File: src/rtl/hazard_detect_unit_if.sv
// Pipeline-to-hazard-unit bundle: stage operand/control taps in, stall/flush controls
// and debug statistics out.
interface hazard_detect_unit_if #(
  parameter int unsigned REG_W = 4,
  parameter int unsigned CNT_W = 16
);
  logic             branchOp;
  logic             branch;
  logic             D_Xmem_R;
  logic             X_Mmem_R;
  logic             X_Mreg_W;
  logic             M_Wmem_R;
  logic [REG_W-1:0] D_Xop1;
  logic [REG_W-1:0] F_Dop1;
  logic [REG_W-1:0] F_Dop2;
  logic [REG_W-1:0] X_Mop1;
  logic [REG_W-1:0] M_Wop1;
  logic             bubble;
  logic             F_Dwrite;
  logic             PCwrite;
  logic [2:0]       hzd_cause;
  logic [CNT_W-1:0] stall_cnt;
  logic [CNT_W-1:0] flush_cnt;

  modport master (
    output branchOp, branch, D_Xmem_R, X_Mmem_R, X_Mreg_W, M_Wmem_R,
    output D_Xop1, F_Dop1, F_Dop2, X_Mop1, M_Wop1,
    input  bubble, F_Dwrite, PCwrite, hzd_cause, stall_cnt, flush_cnt
  );

  modport slave (
    input  branchOp, branch, D_Xmem_R, X_Mmem_R, X_Mreg_W, M_Wmem_R,
    input  D_Xop1, F_Dop1, F_Dop2, X_Mop1, M_Wop1,
    output bubble, F_Dwrite, PCwrite, hzd_cause, stall_cnt, flush_cnt
  );
endinterface

File: src/rtl/hazard_detect_unit.sv
// Hazard detection for the F/D/X/M/W pipeline: combinational stall/flush controls plus
// a registered cause code and saturating stall/flush statistics counters.
module hazard_detect_unit #(
  parameter int unsigned REG_W = 4,
  parameter int unsigned CNT_W = 16
) (
  input logic              clk,
  input logic              rst_n,
  hazard_detect_unit_if.slave hz
);

  typedef enum logic [2:0] {
    CauseNone  = 3'd0,
    CauseLu    = 3'd1,
    CauseBa    = 3'd2,
    CauseBl1   = 3'd3,
    CauseBl2   = 3'd4,
    CauseFlush = 3'd5
  } cause_e;

  localparam logic [CNT_W-1:0] CntMax = '1;

  logic [REG_W-1:0] d_x_op1, f_d_op1, f_d_op2, x_m_op1, m_w_op1;
  logic             lu, ba, bl1, bl2, stall, flush;
  cause_e           cause_d, cause_q;
  logic [CNT_W-1:0] stall_cnt_q, flush_cnt_q;

  assign d_x_op1 = hz.D_Xop1;
  assign f_d_op1 = hz.F_Dop1;
  assign f_d_op2 = hz.F_Dop2;
  assign x_m_op1 = hz.X_Mop1;
  assign m_w_op1 = hz.M_Wop1;

  assign lu    = hz.D_Xmem_R & ((d_x_op1 == f_d_op1) | (d_x_op1 == f_d_op2));
  assign ba    = hz.branchOp & hz.X_Mreg_W & (x_m_op1 == f_d_op1);
  assign bl1   = hz.branchOp & hz.X_Mmem_R & (x_m_op1 == f_d_op1);
  assign bl2   = hz.branchOp & hz.M_Wmem_R & (m_w_op1 == f_d_op1);
  assign stall = lu | ba | bl1 | bl2;
  assign flush = hz.branch;

  // Flush wins over stall: the younger instructions are being squashed anyway.
  always_comb begin
    hz.bubble   = 1'b0;
    hz.F_Dwrite = 1'b1;
    hz.PCwrite  = 1'b1;
    if (rst_n) begin
      if (flush) begin
        hz.bubble = 1'b1;
      end else if (stall) begin
        hz.bubble   = 1'b1;
        hz.F_Dwrite = 1'b0;
        hz.PCwrite  = 1'b0;
      end
    end
  end

  always_comb begin
    cause_d = CauseNone;
    if (flush)    cause_d = CauseFlush;
    else if (lu)  cause_d = CauseLu;
    else if (ba)  cause_d = CauseBa;
    else if (bl1) cause_d = CauseBl1;
    else if (bl2) cause_d = CauseBl2;
  end

  always_ff @(posedge clk or negedge rst_n) begin
    if (!rst_n) begin
      cause_q     <= CauseNone;
      stall_cnt_q <= '0;
      flush_cnt_q <= '0;
    end else begin
      cause_q <= cause_d;
      if (stall && !flush && stall_cnt_q != CntMax) stall_cnt_q <= stall_cnt_q + 1'b1;
      if (flush && flush_cnt_q != CntMax)           flush_cnt_q <= flush_cnt_q + 1'b1;
    end
  end

  assign hz.hzd_cause = cause_q;
  assign hz.stall_cnt = stall_cnt_q;
  assign hz.flush_cnt = flush_cnt_q;

endmodule

File: src/flat_wrapper.sv
// flat-port wrapper written by rule: the top's interface ports become plain ports
module hazard_detect_unit_flat 
#(
  parameter int unsigned REG_W = 4,
  parameter int unsigned CNT_W = 16
)
  (clk, rst_n, hz_branchOp, hz_branch, hz_D_Xmem_R, hz_X_Mmem_R, hz_X_Mreg_W, hz_M_Wmem_R, hz_D_Xop1, hz_F_Dop1, hz_F_Dop2, hz_X_Mop1, hz_M_Wop1, hz_bubble, hz_F_Dwrite, hz_PCwrite, hz_hzd_cause, hz_stall_cnt, hz_flush_cnt);
  hazard_detect_unit_if #(.REG_W(REG_W), .CNT_W(CNT_W)) hz_i ();
  input logic clk;
  input logic rst_n;
  input wire logic [$bits(hz_i.branchOp)-1:0] hz_branchOp;
  input wire logic [$bits(hz_i.branch)-1:0] hz_branch;
  input wire logic [$bits(hz_i.D_Xmem_R)-1:0] hz_D_Xmem_R;
  input wire logic [$bits(hz_i.X_Mmem_R)-1:0] hz_X_Mmem_R;
  input wire logic [$bits(hz_i.X_Mreg_W)-1:0] hz_X_Mreg_W;
  input wire logic [$bits(hz_i.M_Wmem_R)-1:0] hz_M_Wmem_R;
  input wire logic [$bits(hz_i.D_Xop1)-1:0] hz_D_Xop1;
  input wire logic [$bits(hz_i.F_Dop1)-1:0] hz_F_Dop1;
  input wire logic [$bits(hz_i.F_Dop2)-1:0] hz_F_Dop2;
  input wire logic [$bits(hz_i.X_Mop1)-1:0] hz_X_Mop1;
  input wire logic [$bits(hz_i.M_Wop1)-1:0] hz_M_Wop1;
  output wire logic [$bits(hz_i.bubble)-1:0] hz_bubble;
  output wire logic [$bits(hz_i.F_Dwrite)-1:0] hz_F_Dwrite;
  output wire logic [$bits(hz_i.PCwrite)-1:0] hz_PCwrite;
  output wire logic [$bits(hz_i.hzd_cause)-1:0] hz_hzd_cause;
  output wire logic [$bits(hz_i.stall_cnt)-1:0] hz_stall_cnt;
  output wire logic [$bits(hz_i.flush_cnt)-1:0] hz_flush_cnt;
  assign hz_i.branchOp = hz_branchOp;
  assign hz_i.branch = hz_branch;
  assign hz_i.D_Xmem_R = hz_D_Xmem_R;
  assign hz_i.X_Mmem_R = hz_X_Mmem_R;
  assign hz_i.X_Mreg_W = hz_X_Mreg_W;
  assign hz_i.M_Wmem_R = hz_M_Wmem_R;
  assign hz_i.D_Xop1 = hz_D_Xop1;
  assign hz_i.F_Dop1 = hz_F_Dop1;
  assign hz_i.F_Dop2 = hz_F_Dop2;
  assign hz_i.X_Mop1 = hz_X_Mop1;
  assign hz_i.M_Wop1 = hz_M_Wop1;
  assign hz_bubble = hz_i.bubble;
  assign hz_F_Dwrite = hz_i.F_Dwrite;
  assign hz_PCwrite = hz_i.PCwrite;
  assign hz_hzd_cause = hz_i.hzd_cause;
  assign hz_stall_cnt = hz_i.stall_cnt;
  assign hz_flush_cnt = hz_i.flush_cnt;
  hazard_detect_unit #(.REG_W(REG_W), .CNT_W(CNT_W)) u_core (.clk(clk), .rst_n(rst_n), .hz(hz_i));
endmodule
File: config.mk
export PLATFORM = sky130hd
export DESIGN_NAME = hazard_detect_unit_flat
export DESIGN_NICKNAME = d
export VERILOG_FILES = /design/src/rtl/hazard_detect_unit_if.sv /design/src/rtl/hazard_detect_unit.sv /design/src/flat_wrapper.sv
export SDC_FILE = /design/constraint.sdc
export NUM_CORES = 1
export LEC_CHECK = 0
export ABC_AREA = 1
export BUFFER_PORTS_ARGS = -buffer_cell sky130_fd_sc_hd__buf_2
export CAP_MARGIN = 20
export CORE_UTILIZATION = 57
export DETAILED_ROUTE_END_ITERATION = 8
export GPL_TIMING_DRIVEN = 0
export HOLD_SLACK_MARGIN = 0.03
export PLACE_DENSITY = 0.85
export REMOVE_ABC_BUFFERS = 1
export SLEW_MARGIN = 20
export SYNTH_ARGS = -nofsm -noshare
export SYNTH_HDL_FRONTEND = slang
export SYNTH_SLANG_ARGS = --single-unit
File: constraint.sdc
create_clock -name clk -period 2.4 [get_ports clk]
set_clock_uncertainty 0.1 [all_clocks]
set_input_delay 0.36 -clock clk [delete_from_list [all_inputs] [get_ports clk]]
set_output_delay 0.36 -clock clk [all_outputs]
set_load 0.03 [all_outputs]
-- After elaboration in Yosys (flattened, before gate mapping)
Cells that the tools add are included.
- $add $sub $neg: 2
- equality and inequality tests: 6
- mux-type cells: 11
- bitwise logic cells: 11
- reduce and logical (&&, ||, !) cells: 4
- operators by type and width (operator ; number):
    adder 16 x 1 -> 16 bit, second input constant ; 2
    != test 16 bit, second input constant ; 2
    == test 4 bit ; 4
    2-to-1 mux 3 bit ; 5
    AND 1 bit ; 7
    2-to-1 mux 1 bit ; 6
    OR 1 bit ; 4
    logical AND 1 bit ; 3
    zero test 1 bit ; 1
- flip-flop bits (word level): 35
- input bits: 28
- logic and storage cells: 37

-- Logic depth before layout (Yosys ltp)
- depth in word-level cells: 9
- gate-level depth with buffers: 12
- mapped depth without buffers: 11

-- Worst setup path before layout
OpenSTA, ideal clock, no wires.
- path kind: in2out
- from: in hz_X_Mop1[1]
- to: out hz_PCwrite
- data arrival time: 1.671 ns
- data required time: 1.940 ns
- path slack: 0.269 ns
- stages: 8
- path through: xor2_1 > nor2_1 > nand3_2 > nand3_4 > buf_8 > buf_12 > nand3_1 > buf_4
- cells in the longest elaborated chain, start to end: 8
- RTL lines (element ; line ; text):
    start: declaration ; flat_wrapper.sv:20 ; input wire logic [$bits(hz_i.X_Mop1)-1:0] hz_X_Mop1;
    == test 4 bit * ; hazard_detect_unit.sv:35, hazard_detect_unit.sv:36 ;
    AND 1 bit ; hazard_detect_unit.sv:35 ; assign ba = hz.branchOp & hz.X_Mreg_W & (x_m_op1 == f_d_op1);
    OR 1 bit ; hazard_detect_unit.sv:38 ; assign stall = lu | ba | bl1 | bl2;
    OR 1 bit * (2 in series) ; hazard_detect_unit.sv:38 ;
    2-to-1 mux 1 bit * (3 in series) ; -- ;
    end: declaration ; flat_wrapper.sv:24 ; output wire logic [$bits(hz_i.PCwrite)-1:0] hz_PCwrite;
Every way passes the cells marked *; elsewhere a longest branch is shown, timed or not.

-- Worst setup path after layout
- from: in hz_F_Dop1[3]
- to: out hz_bubble
- cells in the longest elaborated chain, start to end: 9
- RTL lines (element ; line ; text):
    start: declaration ; flat_wrapper.sv:18 ; input wire logic [$bits(hz_i.F_Dop1)-1:0] hz_F_Dop1;
    == test 4 bit ; hazard_detect_unit.sv:34 ; assign lu = hz.D_Xmem_R & ((d_x_op1 == f_d_op1) | (d_x_op1 == f_d_op2));
    OR 1 bit ; hazard_detect_unit.sv:34 ;
    AND 1 bit ; hazard_detect_unit.sv:34 ;
    OR 1 bit (2 in series) ; hazard_detect_unit.sv:38 ;
    OR 1 bit * ; hazard_detect_unit.sv:38 ;
    2-to-1 mux 1 bit * ; hazard_detect_unit.sv:49 ; end else if (stall) begin
    2-to-1 mux 1 bit * ; hazard_detect_unit.sv:47 ; if (flush) begin
    2-to-1 mux 1 bit * ; hazard_detect_unit.sv:46 ; if (rst_n) begin
    end: declaration ; flat_wrapper.sv:22 ; output wire logic [$bits(hz_i.bubble)-1:0] hz_bubble;
Marked as above.

==> flow_summary.ini <==
[power_and_ir_drop]
switching_power_w = 0.0007122
p_leak_nw = 1.523
swShare_pct = 38.93
p_int_w = 0.001117
p_clk_share_pct = 25.6
power_density_mw_per_mm2 = 663.4
peakVddDrop_mv = 0.3518
pwr-share-seq_pct = 43.5
combPwrFrac_pct = 30.8

[logic_synthesis]
synth_flop_cell = dfrtp_1
synth.avg_cell_area_um2 = 7.653
synth-edff-count = 0
synthTopCellsByArea = dfrtp_1 37%, nand2_1 18%, xor2_1 6.7%, xnor2_1 4.8%, nor2_1 4.8%
synth_area_mm2 = 0.002357
async_flop_share_pct = 100.0
synth_cell_types = 30
yosysWarnings = 0
synth_top_cell_by_area = dfrtp_1
ys_ff_latch = 35
synth_top_area_share_pct = 37.15
synthCells = 308
seq_area_frac_synth_pct = 37.15

[placement]
dpl.cell_count = 415
routabilityCongestion = 0.8322
port_buffers = 65
dpl_cell_area_mm2 = 0.002658
dpl.hpwl_um = 3795

[clock_tree]
ctsResizeCount = 0
cts_setup_buffers = 0
cts_tree = yes
cts_sinks = 35
insertion_delay_ps = 290
path_clk_slew_ps = 70
cts_hold_buf = 0
cts_buffer_depth = 2
cts_buffers = 5
h-tree-depth = 2
cts_root_buf = clkbuf_8

[route]
final_antenna_net_count = 0
drt_pass1_iterations = 6
wire_per_inst_um = 11.92
first_iter_violations = 167
drc = 2
routed_wl_um = 5041
viasPerCell = 5.194
via_count = 2197

[critical_path]
cp.required_ps = 1940
reg2reg_setup_slack_ps = 500
reg2regPathDepth = 7
r2r-start = u_core.hz.stall_cnt[0]
reg2reg_to = u_core.hz.stall_cnt[7]
arrival_ps = 1640
start_kind = input port
cp_max_fo = 20
critical_path_class = in -> out
cp-startpoint = hz_F_Dop1[3]
cp-end-kind = output port

[layout]
final_cells = 423
area.growth.synth_to_final_pct = 16.98
diodes = 0
final_nets = 402
filler_cell_count = 330
drive_gt1_share_pct = 24.93
design_area_mm2 = 0.002758

[sta]
hold_viol = 0
slew_headroom_pct = 46.99
worstMarginPinSlew_ps = 795.2
worst_hold_slack_ps = 51.41
setup_viol = 0
tns_ps = 0
period_minus_slack_ps = 2099
timing.fmax_mhz = 476.3
rsz0062_at_grt = false
slew_viol_final = 0
finalCritPeriodShare_pct = 87.48

[global_route]
grt_max_degree = 38
antenna_found_initial = 0
grt_overflow = 0
grt_pass1_vias = 1991
gr-usage-all-layers_pct = 25.27
grt_pass1_wl_um = 8438

[die]
dieArea_mm2 = 0.004397
die_x_um = 66.31
num_rows = 23
start_util_pct = 59.36
die_h_um = 66.31
ios = 66
design.core.area_mm2 = 0.003971

[job]
max_cap_violations = 0

[outcome]
violations = DRC
status = complete, but fails checks

[worst_hold_path]
hold_path_class = in -> async
==> how the worst max path moves through the flow <==
| stage | to | slack [ps] | cells past startpoint |
|---|---|---|---|
| after global routing | hz_bubble | 180 | 12 |
| after detailed placement | hz_bubble | 300 | 12 |
| final | hz_bubble | 300 | 12 |
| after floorplan | hz_F_Dwrite | 470 | 5 |
| after CTS | hz_bubble | 290 | 12 |
| after global placement | hz_bubble | 340 | 8 |
==> registers in the layout, indices dropped and copies added (netlist names) <==
name / flops
u_core.hz.stall_cnt: 16
u_core.hz.flush_cnt: 16
u_core.hz.hzd_cause: 3
==> critical path, cell delays in order <==
cell     delay [ps]
buf_2           120
inv_1            80
nand2_1          50
nand2_1          60
nor2_1           40
nand2_1          50
nand2_1          60
nand2_2         100
nand3_4         230
o21ai_0         240
inv_1            50
buf_2           170
==> power groups by stage <==
stage	Combinational [W]	Clock [W]	Sequential, W
after CTS	0.000571	0.000475	0.000794
final	0.000564	0.000469	0.000796
after floorplan	0.000223	0	0.000955
after global placement	0.000547	0	0.000800
after global routing	0.000621	0.000503	0.000809
after detailed placement	0.000569	0	0.000806
==> layer usage <==
layer	global-route usage, %	part of all wire [%]
met1	31.83	44
met2	41.96	49
met3	5.172	5.4
met4	10.11	1.1
met5	0	0
==> per-stage QoR <==
step                      total power, W  util [%]  setup WS [ps]
final                           0.001829     69.44          300.5
after global routing            0.001932     69.44          184.9
after CTS                       0.001840     69.44          293.9
after detailed placement        0.001374     66.92          298.0
after global placement          0.001346     66.92          344.7
after floorplan                 0.001178         -          466.2
==> placed cells by master, fill, tap and decap left out, types with 4 or more instances in the layout <==
cell / count
dfrtp_1: 35
xnor2_1: 13
o21ai_0: 4
nand2_1: 114
nand3_1: 16
buf_2: 65
inv_2: 4
clkbuf_8: 7
nor2_1: 30
inv_1: 21
nand3_2: 4
nor3_1: 4
xor2_1: 18
nand4_1: 16
==> layout make-up <==
class	instances	area, um2	area share (%)
Clock buffer	8	100.1	3.630
Inverter	25	93.84	3.403
Multi-Input combinational cell	240	1300	47.14
Sequential cell	35	875.8	31.76
Tap cell	50	62.56	2.269
Timing Repair Buffer	65	325.3	11.80
==> cells by family after synthesis <==
family                     after synthesis  synth area share, %
adders and majority gates                2                1.061
AOI/OAI and AO/OA                        6                1.486
buffers and inverters                   33                7.696
and+or+nand+nor                        201                41.08
DFF                                     35                37.15
xor gates and xnor gates                31                11.52
==> synth_stat cells, types with 2 or more instances <==
master and count:
nand2_1 114, dfrtp_1 35, nor2_1 30, inv_1 21
xor2_1 18, nand3_1 16, nand4_1 16, xnor2_1 13
buf_4 4, inv_2 4, nand3_2 4, nor3_1 4
o21ai_0 4, nand3_4 3, nor2_2 3, buf_6 2
ha_1 2, nand2_2 2, nand3b_1 2
No activity file was read; power rests on OpenSTA's default activity.
